[src/rtl/cordic_phase_sequencer_if.sv]
// Handshake bundle between the phase sequencer, its phase source, the CORDIC
// core and the downstream consumer of the quadrant-corrected result.
interface cordic_phase_sequencer_if #(
  parameter int PHASE_W = 14
);
  logic               phase_valid;
  logic               phase_ready;
  logic [PHASE_W-1:0] phase;
  logic               core_start;
  logic [PHASE_W-3:0] core_angle;
  logic               core_done;
  logic [1:0]         sel_quarter;
  logic               out_valid;
  logic               out_ready;
  logic               busy;
  logic               timeout_err;
  logic [15:0]        done_count;

  modport slave (
    input  phase_valid, phase, core_done, out_ready,
    output phase_ready, core_start, core_angle, sel_quarter,
           out_valid, busy, timeout_err, done_count
  );

  modport master (
    output phase_valid, phase, core_done, out_ready,
    input  phase_ready, core_start, core_angle, sel_quarter,
           out_valid, busy, timeout_err, done_count
  );
endinterface

[src/rtl/cordic_phase_sequencer.sv]
// Front-end controller for the iterative CORDIC: folds a full-turn phase into
// quadrant + first-quadrant angle, launches the core and strobes the result.
module cordic_phase_sequencer #(
  parameter int PHASE_W        = 14,
  parameter int TIMEOUT_CYCLES = 32,
  parameter int CNT_W          = 6
) (
  input  logic                     clk,
  input  logic                     rst,
  cordic_phase_sequencer_if.slave  bus
);

  localparam int ANGLE_W = PHASE_W - 2;
  localparam logic [CNT_W-1:0] WDOG_LIMIT = CNT_W'(TIMEOUT_CYCLES - 1);

  typedef enum logic [2:0] {
    ST_IDLE,
    ST_LAUNCH,
    ST_WAIT,
    ST_SELECT,
    ST_HOLD
  } state_t;

  state_t             state_q, state_d;
  logic [ANGLE_W-1:0] core_angle_q, core_angle_d;
  logic [1:0]         sel_quarter_q, sel_quarter_d;
  logic [CNT_W-1:0]   wdog_q, wdog_d;
  logic               timeout_err_q, timeout_err_d;
  logic [15:0]        done_count_q, done_count_d;
  logic               phase_ready_q, phase_ready_d;
  logic               core_start_q, core_start_d;
  logic               out_valid_q, out_valid_d;
  logic               busy_q, busy_d;

  logic [1:0]         in_quarter;
  logic [ANGLE_W-1:0] in_angle;

  assign in_quarter = bus.phase[PHASE_W-1:PHASE_W-2];
  assign in_angle   = bus.phase[ANGLE_W-1:0];

  // Odd quadrants run the core on the mirrored angle so it only ever sees 0..90 deg.
  always_comb begin
    state_d       = state_q;
    core_angle_d  = core_angle_q;
    sel_quarter_d = sel_quarter_q;
    wdog_d        = wdog_q;
    timeout_err_d = timeout_err_q;
    done_count_d  = done_count_q;

    case (state_q)
      ST_IDLE: begin
        if (bus.phase_valid) begin
          sel_quarter_d = in_quarter;
          core_angle_d  = in_quarter[0] ? ~in_angle : in_angle;
          state_d       = ST_LAUNCH;
        end
      end
      ST_LAUNCH: begin
        wdog_d  = '0;
        state_d = ST_WAIT;
      end
      ST_WAIT: begin
        wdog_d = wdog_q + 1'b1;
        if (bus.core_done) begin
          state_d = ST_SELECT;
        end else if (wdog_q == WDOG_LIMIT) begin
          timeout_err_d = 1'b1;
          state_d       = ST_IDLE;
        end
      end
      ST_SELECT: begin
        state_d = ST_HOLD;
      end
      ST_HOLD: begin
        if (bus.out_ready) begin
          done_count_d = done_count_q + 16'd1;
          state_d      = ST_IDLE;
        end
      end
      default: begin
        state_d = ST_IDLE;
      end
    endcase

    phase_ready_d = (state_d == ST_IDLE);
    core_start_d  = (state_d == ST_LAUNCH);
    out_valid_d   = (state_d == ST_HOLD);
    busy_d        = (state_d != ST_IDLE);
  end

  // Handshake outputs are decoded from the next state so they appear registered.
  always_ff @(posedge clk) begin
    if (!rst) begin
      state_q       <= ST_IDLE;
      core_angle_q  <= '0;
      sel_quarter_q <= '0;
      wdog_q        <= '0;
      timeout_err_q <= 1'b0;
      done_count_q  <= '0;
      phase_ready_q <= 1'b1;
      core_start_q  <= 1'b0;
      out_valid_q   <= 1'b0;
      busy_q        <= 1'b0;
    end else begin
      state_q       <= state_d;
      core_angle_q  <= core_angle_d;
      sel_quarter_q <= sel_quarter_d;
      wdog_q        <= wdog_d;
      timeout_err_q <= timeout_err_d;
      done_count_q  <= done_count_d;
      phase_ready_q <= phase_ready_d;
      core_start_q  <= core_start_d;
      out_valid_q   <= out_valid_d;
      busy_q        <= busy_d;
    end
  end

  assign bus.phase_ready = phase_ready_q;
  assign bus.core_start  = core_start_q;
  assign bus.core_angle  = core_angle_q;
  assign bus.sel_quarter = sel_quarter_q;
  assign bus.out_valid   = out_valid_q;
  assign bus.busy        = busy_q;
  assign bus.timeout_err = timeout_err_q;
  assign bus.done_count  = done_count_q;

endmodule

[src/flat_wrapper.sv]
// flat-port wrapper written by rule: the top's interface ports become plain ports
module cordic_phase_sequencer_flat 
#(
  parameter int PHASE_W        = 14,
  parameter int TIMEOUT_CYCLES = 32,
  parameter int CNT_W          = 6
)
  (clk, rst, bus_phase_valid, bus_phase, bus_core_done, bus_out_ready, bus_phase_ready, bus_core_start, bus_core_angle, bus_sel_quarter, bus_out_valid, bus_busy, bus_timeout_err, bus_done_count);
  cordic_phase_sequencer_if #(.PHASE_W(PHASE_W)) bus_i ();
  input  logic clk;
  input  logic rst;
  input wire logic [$bits(bus_i.phase_valid)-1:0] bus_phase_valid;
  input wire logic [$bits(bus_i.phase)-1:0] bus_phase;
  input wire logic [$bits(bus_i.core_done)-1:0] bus_core_done;
  input wire logic [$bits(bus_i.out_ready)-1:0] bus_out_ready;
  output wire logic [$bits(bus_i.phase_ready)-1:0] bus_phase_ready;
  output wire logic [$bits(bus_i.core_start)-1:0] bus_core_start;
  output wire logic [$bits(bus_i.core_angle)-1:0] bus_core_angle;
  output wire logic [$bits(bus_i.sel_quarter)-1:0] bus_sel_quarter;
  output wire logic [$bits(bus_i.out_valid)-1:0] bus_out_valid;
  output wire logic [$bits(bus_i.busy)-1:0] bus_busy;
  output wire logic [$bits(bus_i.timeout_err)-1:0] bus_timeout_err;
  output wire logic [$bits(bus_i.done_count)-1:0] bus_done_count;
  assign bus_i.phase_valid = bus_phase_valid;
  assign bus_i.phase = bus_phase;
  assign bus_i.core_done = bus_core_done;
  assign bus_i.out_ready = bus_out_ready;
  assign bus_phase_ready = bus_i.phase_ready;
  assign bus_core_start = bus_i.core_start;
  assign bus_core_angle = bus_i.core_angle;
  assign bus_sel_quarter = bus_i.sel_quarter;
  assign bus_out_valid = bus_i.out_valid;
  assign bus_busy = bus_i.busy;
  assign bus_timeout_err = bus_i.timeout_err;
  assign bus_done_count = bus_i.done_count;
  cordic_phase_sequencer #(.PHASE_W(PHASE_W), .TIMEOUT_CYCLES(TIMEOUT_CYCLES), .CNT_W(CNT_W)) u_core (.clk(clk), .rst(rst), .bus(bus_i));
endmodule
[config.mk]
export PLATFORM = sky130hd
export DESIGN_NAME = cordic_phase_sequencer_flat
export DESIGN_NICKNAME = d
export VERILOG_FILES = /design/src/rtl/cordic_phase_sequencer_if.sv /design/src/rtl/cordic_phase_sequencer.sv /design/src/flat_wrapper.sv
export SDC_FILE = /design/constraint.sdc
export NUM_CORES = 1
export LEC_CHECK = 0
export CAP_MARGIN = 20
export CORE_ASPECT_RATIO = 0.7
export CORE_MARGIN = 2
export CORE_UTILIZATION = 40
export CTS_CLUSTER_DIAMETER = 100
export DETAILED_ROUTE_END_ITERATION = 8
export PLACE_DENSITY = 0.66
export SYNTH_ARGS = -nofsm -noshare
export SYNTH_HDL_FRONTEND = slang
export SYNTH_SLANG_ARGS = --single-unit
[constraint.sdc]
create_clock -name clk -period 3.75 [get_ports clk]
set_clock_uncertainty 0.1 [all_clocks]
set_input_delay 0.75 -clock clk [delete_from_list [all_inputs] [get_ports clk]]
set_output_delay 0.75 -clock clk [all_outputs]
set_load 0.05 [all_outputs]
; Word-level counts from Yosys, hierarchy flattened
; Cells that the tools add are included.
[totals]
inputBits = 19
output_inout_bits = 35
regBits = 44
wordCells = 35
[op_classes]
n_eq_ne = 7
addsub = 2
n_mux = 7
reduce_logical = 7
bitwise = 2
[op_table]
columns = operator, n
row1 = "16-bit by 1-bit adder with 16-bit output, second input constant", 1
row2 = 3-bit one-hot mux with 5 select lines, 1
row3 = 12-bit two-way mux, 1
row4 = 3-bit two-way mux, 4
row5 = 12-bit NOT, 1
row6 = 6-bit one-hot mux with 2 select lines, 1
row7 = "6-bit by 1-bit adder with 6-bit output, second input constant", 1
row8 = "3-bit by 1-bit == test with 1-bit output, second input constant", 2
row9 = "3-bit by 2-bit == test with 1-bit output, second input constant", 2
row10 = "3-bit == test, second input constant", 2
row11 = "6-bit by 5-bit == test with 1-bit output, second input constant", 1
row12 = 3-bit zero test, 2
row13 = 2-bit AND reduction, 2
row14 = 3-bit AND reduction, 1
row15 = 3-bit nonzero test, 1
row16 = 2-bit nonzero test, 1
row17 = 1-bit NOT, 1

; Logic depth before layout (Yosys ltp)
[logic_depth]
ltp_word = 5
mapped_depth = 5
depth_no_buf = 5

; Worst setup path after synthesis
; No wires, ideal clock.
[synth_timing]
path_kind = register to register
start = reg u_core.done_count_q[0] (netlist: u_core.bus.done_count[0])
end = reg u_core.done_count_q[12] (netlist: u_core.bus.done_count[12])
arrival_time_ps = 1720
path_buffers = 0
setup_ps = 70
stages_incl_launch_ff = 6
setup_slack_ps = 1860
required_time_ps = 3580
synth_period_minus_slack_ps = 1890
path_cell_list = dfxtp_1 ha_1 and3_1 nand3_1 or3_1 a21oi_1
[synth_between]
elab_chain_len = 1
[synth_rtl]
columns = item, line_no
row1 = start: declaration, cordic_phase_sequencer.sv:29  ; logic [15:0] done_count_q, done_count_d;
row2 = start signal: assignment, cordic_phase_sequencer.sv:110  ; done_count_q <= done_count_d;
row3 = 16-bit by 1-bit adder with 16-bit output, cordic_phase_sequencer.sv:76  ; done_count_d = done_count_q + 16'd1;
; No other way between the ends.
; A chain may end at the register's enable or synchronous reset.

; Worst setup path after layout
[layout_timing]
start = reg u_core.done_count_q[4] (netlist: u_core.bus.done_count[4])
end = out bus_done_count[4]
[layout_lines]
columns = item, line_no
row1 = end: declaration, flat_wrapper.sv:23  ; output wire logic [$bits(bus_i.done_count)-1:0] bus_done_count;
; No word-level cell between the ends.

==> results.yml <==
yosys:
  synth-main-ff-cell: "dfxtp_1"
  yosysMostFrequentCell: "dfxtp_1"
  synth_top_area_share_pct: 45.2
  syn_nets: 236
  async_reset_ff_share_pct: 0
  seq_area_frac_synth_pct: 45.2
  synth_area_leaders: "dfxtp_1 45%, nor2_1 6.7%, xnor2_1 6.7%"
  synthCells: 215
  yosysTopAreaCell: "dfxtp_1"
  ys_ff_latch: 44
  syn_area_per_cell_um2: 9.07
  yosysWarnings: 0
  synth.distinct_cells: 39
  yosys-top-cells-count: "44 x dfxtp_1, 35 x nor2_1, 15 x xnor2_1, 12 x a211oi_1, 10 x nand2_1"
  netlist_area_um2: 1950
  synth_edf_count: 0
global_route:
  grt_pass1_wl_um: 6730
  grt_overflow: 0
  grt_pass1_vias: 1415
  gr-usage-all-layers_pct: 15.4
  grt_max_degree: 27
  antenna_found_initial: 0
cells_and_area:
  final_util_pct: 55.1
  layout-drive-gt1-share_pct: 4.89
  final_cell_count_no_fill: 323
  n_antenna_cell: 0
  syn2layout_area_growth_pct: 33.6
  final_net_count: 286
clock_network:
  cts_buffer_depth: 2
  cts_setup_buffers: 0
  clk_latency_ns: 0.29
  cts_made_buffers: 5
  root_buffer: "clkbuf_8"
  clk_pin_slew_worst_paths_ns: 0.08
  cts_tree: "done"
  cts_hold_buf: 0
  cts_resized: 0
  htreeDepth: 2
  clock_sinks: 44
power_and_ir_drop:
  switching_share_pct: 28.7
  seqPwrFrac_pct: 50.1
  power_density_nw_per_um2: 392
  p_switching_mw: 0.293
  p_leak_nw: 0.906
  p_clk_share_pct: 29.0
  peakVddDrop_uv: 198
  p_comb_share_pct: 20.9
  internal-power_mw: 0.726
sta:
  period_share_pct: 64.0
  setup_viol: 0
  rsz0062_at_grt: "no"
  setup_tns_ns: 0
  hold_slack_ns: 0.372
  fmax_mhz: 417
  max_slew_margin_pct: 53.2
  period_needed_ns: 2.40
  worst_pin_slew_ns: 0.700
  drv_slew: 0
  finalHoldViolCount: 0
worst_setup_path:
  cp_slowest_stage_delay_ns: 0.84
  crit_fanout: 6
  path_cells: "clkdlybuf4s50_1"
  crit_path_end: "bus_done_count[4]"
  required_ns: 2.90
  regToRegSetupSlack_ns: 1.68
  path_depth: 1
  r2r-end: "u_core.bus.done_count[15]"
  crit_family: "buffers and inverters"
  worst_ep_arrival_time_ns: 1.55
  crit_path_start: "u_core.bus.done_count[4]"
  start_kind: "flop"
  critPathBufInv: 1
  slowest_stage: "clkdlybuf4s50_1"
  crit_path_end_kind: "primary output"
  r2r_start: "u_core.state_q[2]"
  worstRegToRegCells: 4
  path_class: "reg -> out"
drt:
  drt_iter0_markers: 72
  vias: 1618
  wl_um: 4110
  final_antenna_net_count: 0
  via_per_inst: 5.01
  wl_per_cell_um: 12.7
  first_pass_iters: 4
  drc: 0
placement:
  io_buffers: 53
  dp_hpwl_um: 2890
  place_congestion: 0.738
  dp_cells: 315
status:
  status: "complete, no violations"
floorplan:
  io_pins: 54
  num_rows: 21
  dieHeight_um: 62.4
  fp.dieW_um: 87.4
  floorplan.die_area_um2: 5460
  start_util_pct: 41.2
  fp.coreArea_um2: 4730
flow_run:
  maxCapViolCount: 0
worst_hold_path:
  hold_path.class: "reg -> reg"
layout by cell type, fill, tap and decap left out, types with 3 or more instances in the layout:
| cell type | instances |
|---|---|
| o21ai_0 | 3 |
| nor2_1 | 35 |
| xnor2_1 | 15 |
| nand3_1 | 8 |
| inv_1 | 3 |
| nor2b_1 | 3 |
| mux2_2 | 4 |
| a211oi_1 | 12 |
| and3_1 | 5 |
| nand4_1 | 7 |
| clkdlybuf4s50_1 | 53 |
| and2_1 | 4 |
| xor2_1 | 8 |
| a21oi_1 | 7 |
| or3_1 | 4 |
| dfxtp_1 | 44 |
| nor4_1 | 4 |
| clkbuf_8 | 6 |
| nand2_1 | 10 |
| mux2i_1 | 4 |
worst min path at each step:
| stage | start | to | cells after the start |
|---|---|---|---|
| 6_report | u_core.bus.timeout_err | u_core.bus.timeout_err | 2 |
| 5_1_grt | u_core.bus.core_angle[9] | u_core.bus.core_angle[9] | 2 |
| 4_1_cts | u_core.bus.timeout_err | u_core.bus.timeout_err | 2 |
| 3_5_place_dp | u_core.bus.timeout_err | u_core.bus.timeout_err | 2 |
| 3_3_place_gp | u_core.bus.timeout_err | u_core.bus.timeout_err | 2 |
| 2_1_floorplan | u_core.wdog_q[1] | u_core.wdog_q[1] | 2 |
state kept, by name, indices dropped and copies added (netlist names):
signal,flops
u_core.bus.timeout_err,1
u_core.bus.core_angle,12
u_core.bus.core_start,1
u_core.bus.busy,1
u_core.state_q,3
u_core.bus.phase_ready,1
u_core.bus.out_valid,1
u_core.bus.sel_quarter,2
u_core.bus.done_count,16
u_core.wdog_q,6
metal layers:
layer / wire length [um] / GRT usage [%] / up-vias
li1: - / - / 855
met1: 2130 / 23.1 / 719
met2: 1600 / 19.9 / 39
met3: 341 / 7.00 / 5
met4: 34 / 3.46 / 0
met5: 0 / 0 / -
cell type report:
class                   instances  area [um^2]
inverters                       3         11.3
repair buffers                 55          546
flip-flops and latches         44          881
clock buffers                   8         90.1
fillers                       441         2130
well taps                      57         71.3
multi-input cells             156         1000
kinds of logic after synthesis:
family / synth area share [%]
AO/OA/AOI/OAI: 10.4
XOR/XNOR: 10.3
adder cells (fa/ha/maj): 1.28
buffers and inverters: 3.27
flip-flops: 45.2
multiplexers: 4.36
AND/OR/NAND/NOR: 25.2
metrics by stage:
stage,setup slack [ns],power (mW),instance area [um^2]
2_1_floorplan,1.86,0.660,1950
3_3_place_gp,1.32,0.735,2510
3_5_place_dp,1.25,0.736,2510
4_1_cts,1.33,1.04,2600
5_1_grt,1.29,1.07,2600
6_report,1.35,1.02,2600
power by group through the flow:
stage | sequential (mW) | combinational [mW] | clock [mW]
after global placement | 0.521 | 0.214 | 0
final | 0.510 | 0.213 | 0.296
after CTS | 0.511 | 0.215 | 0.312
after global routing | 0.514 | 0.228 | 0.332
after detailed placement | 0.522 | 0.214 | 0
after floorplan | 0.587 | 0.0737 | 0
No activity file was read; power rests on OpenSTA's default activity.
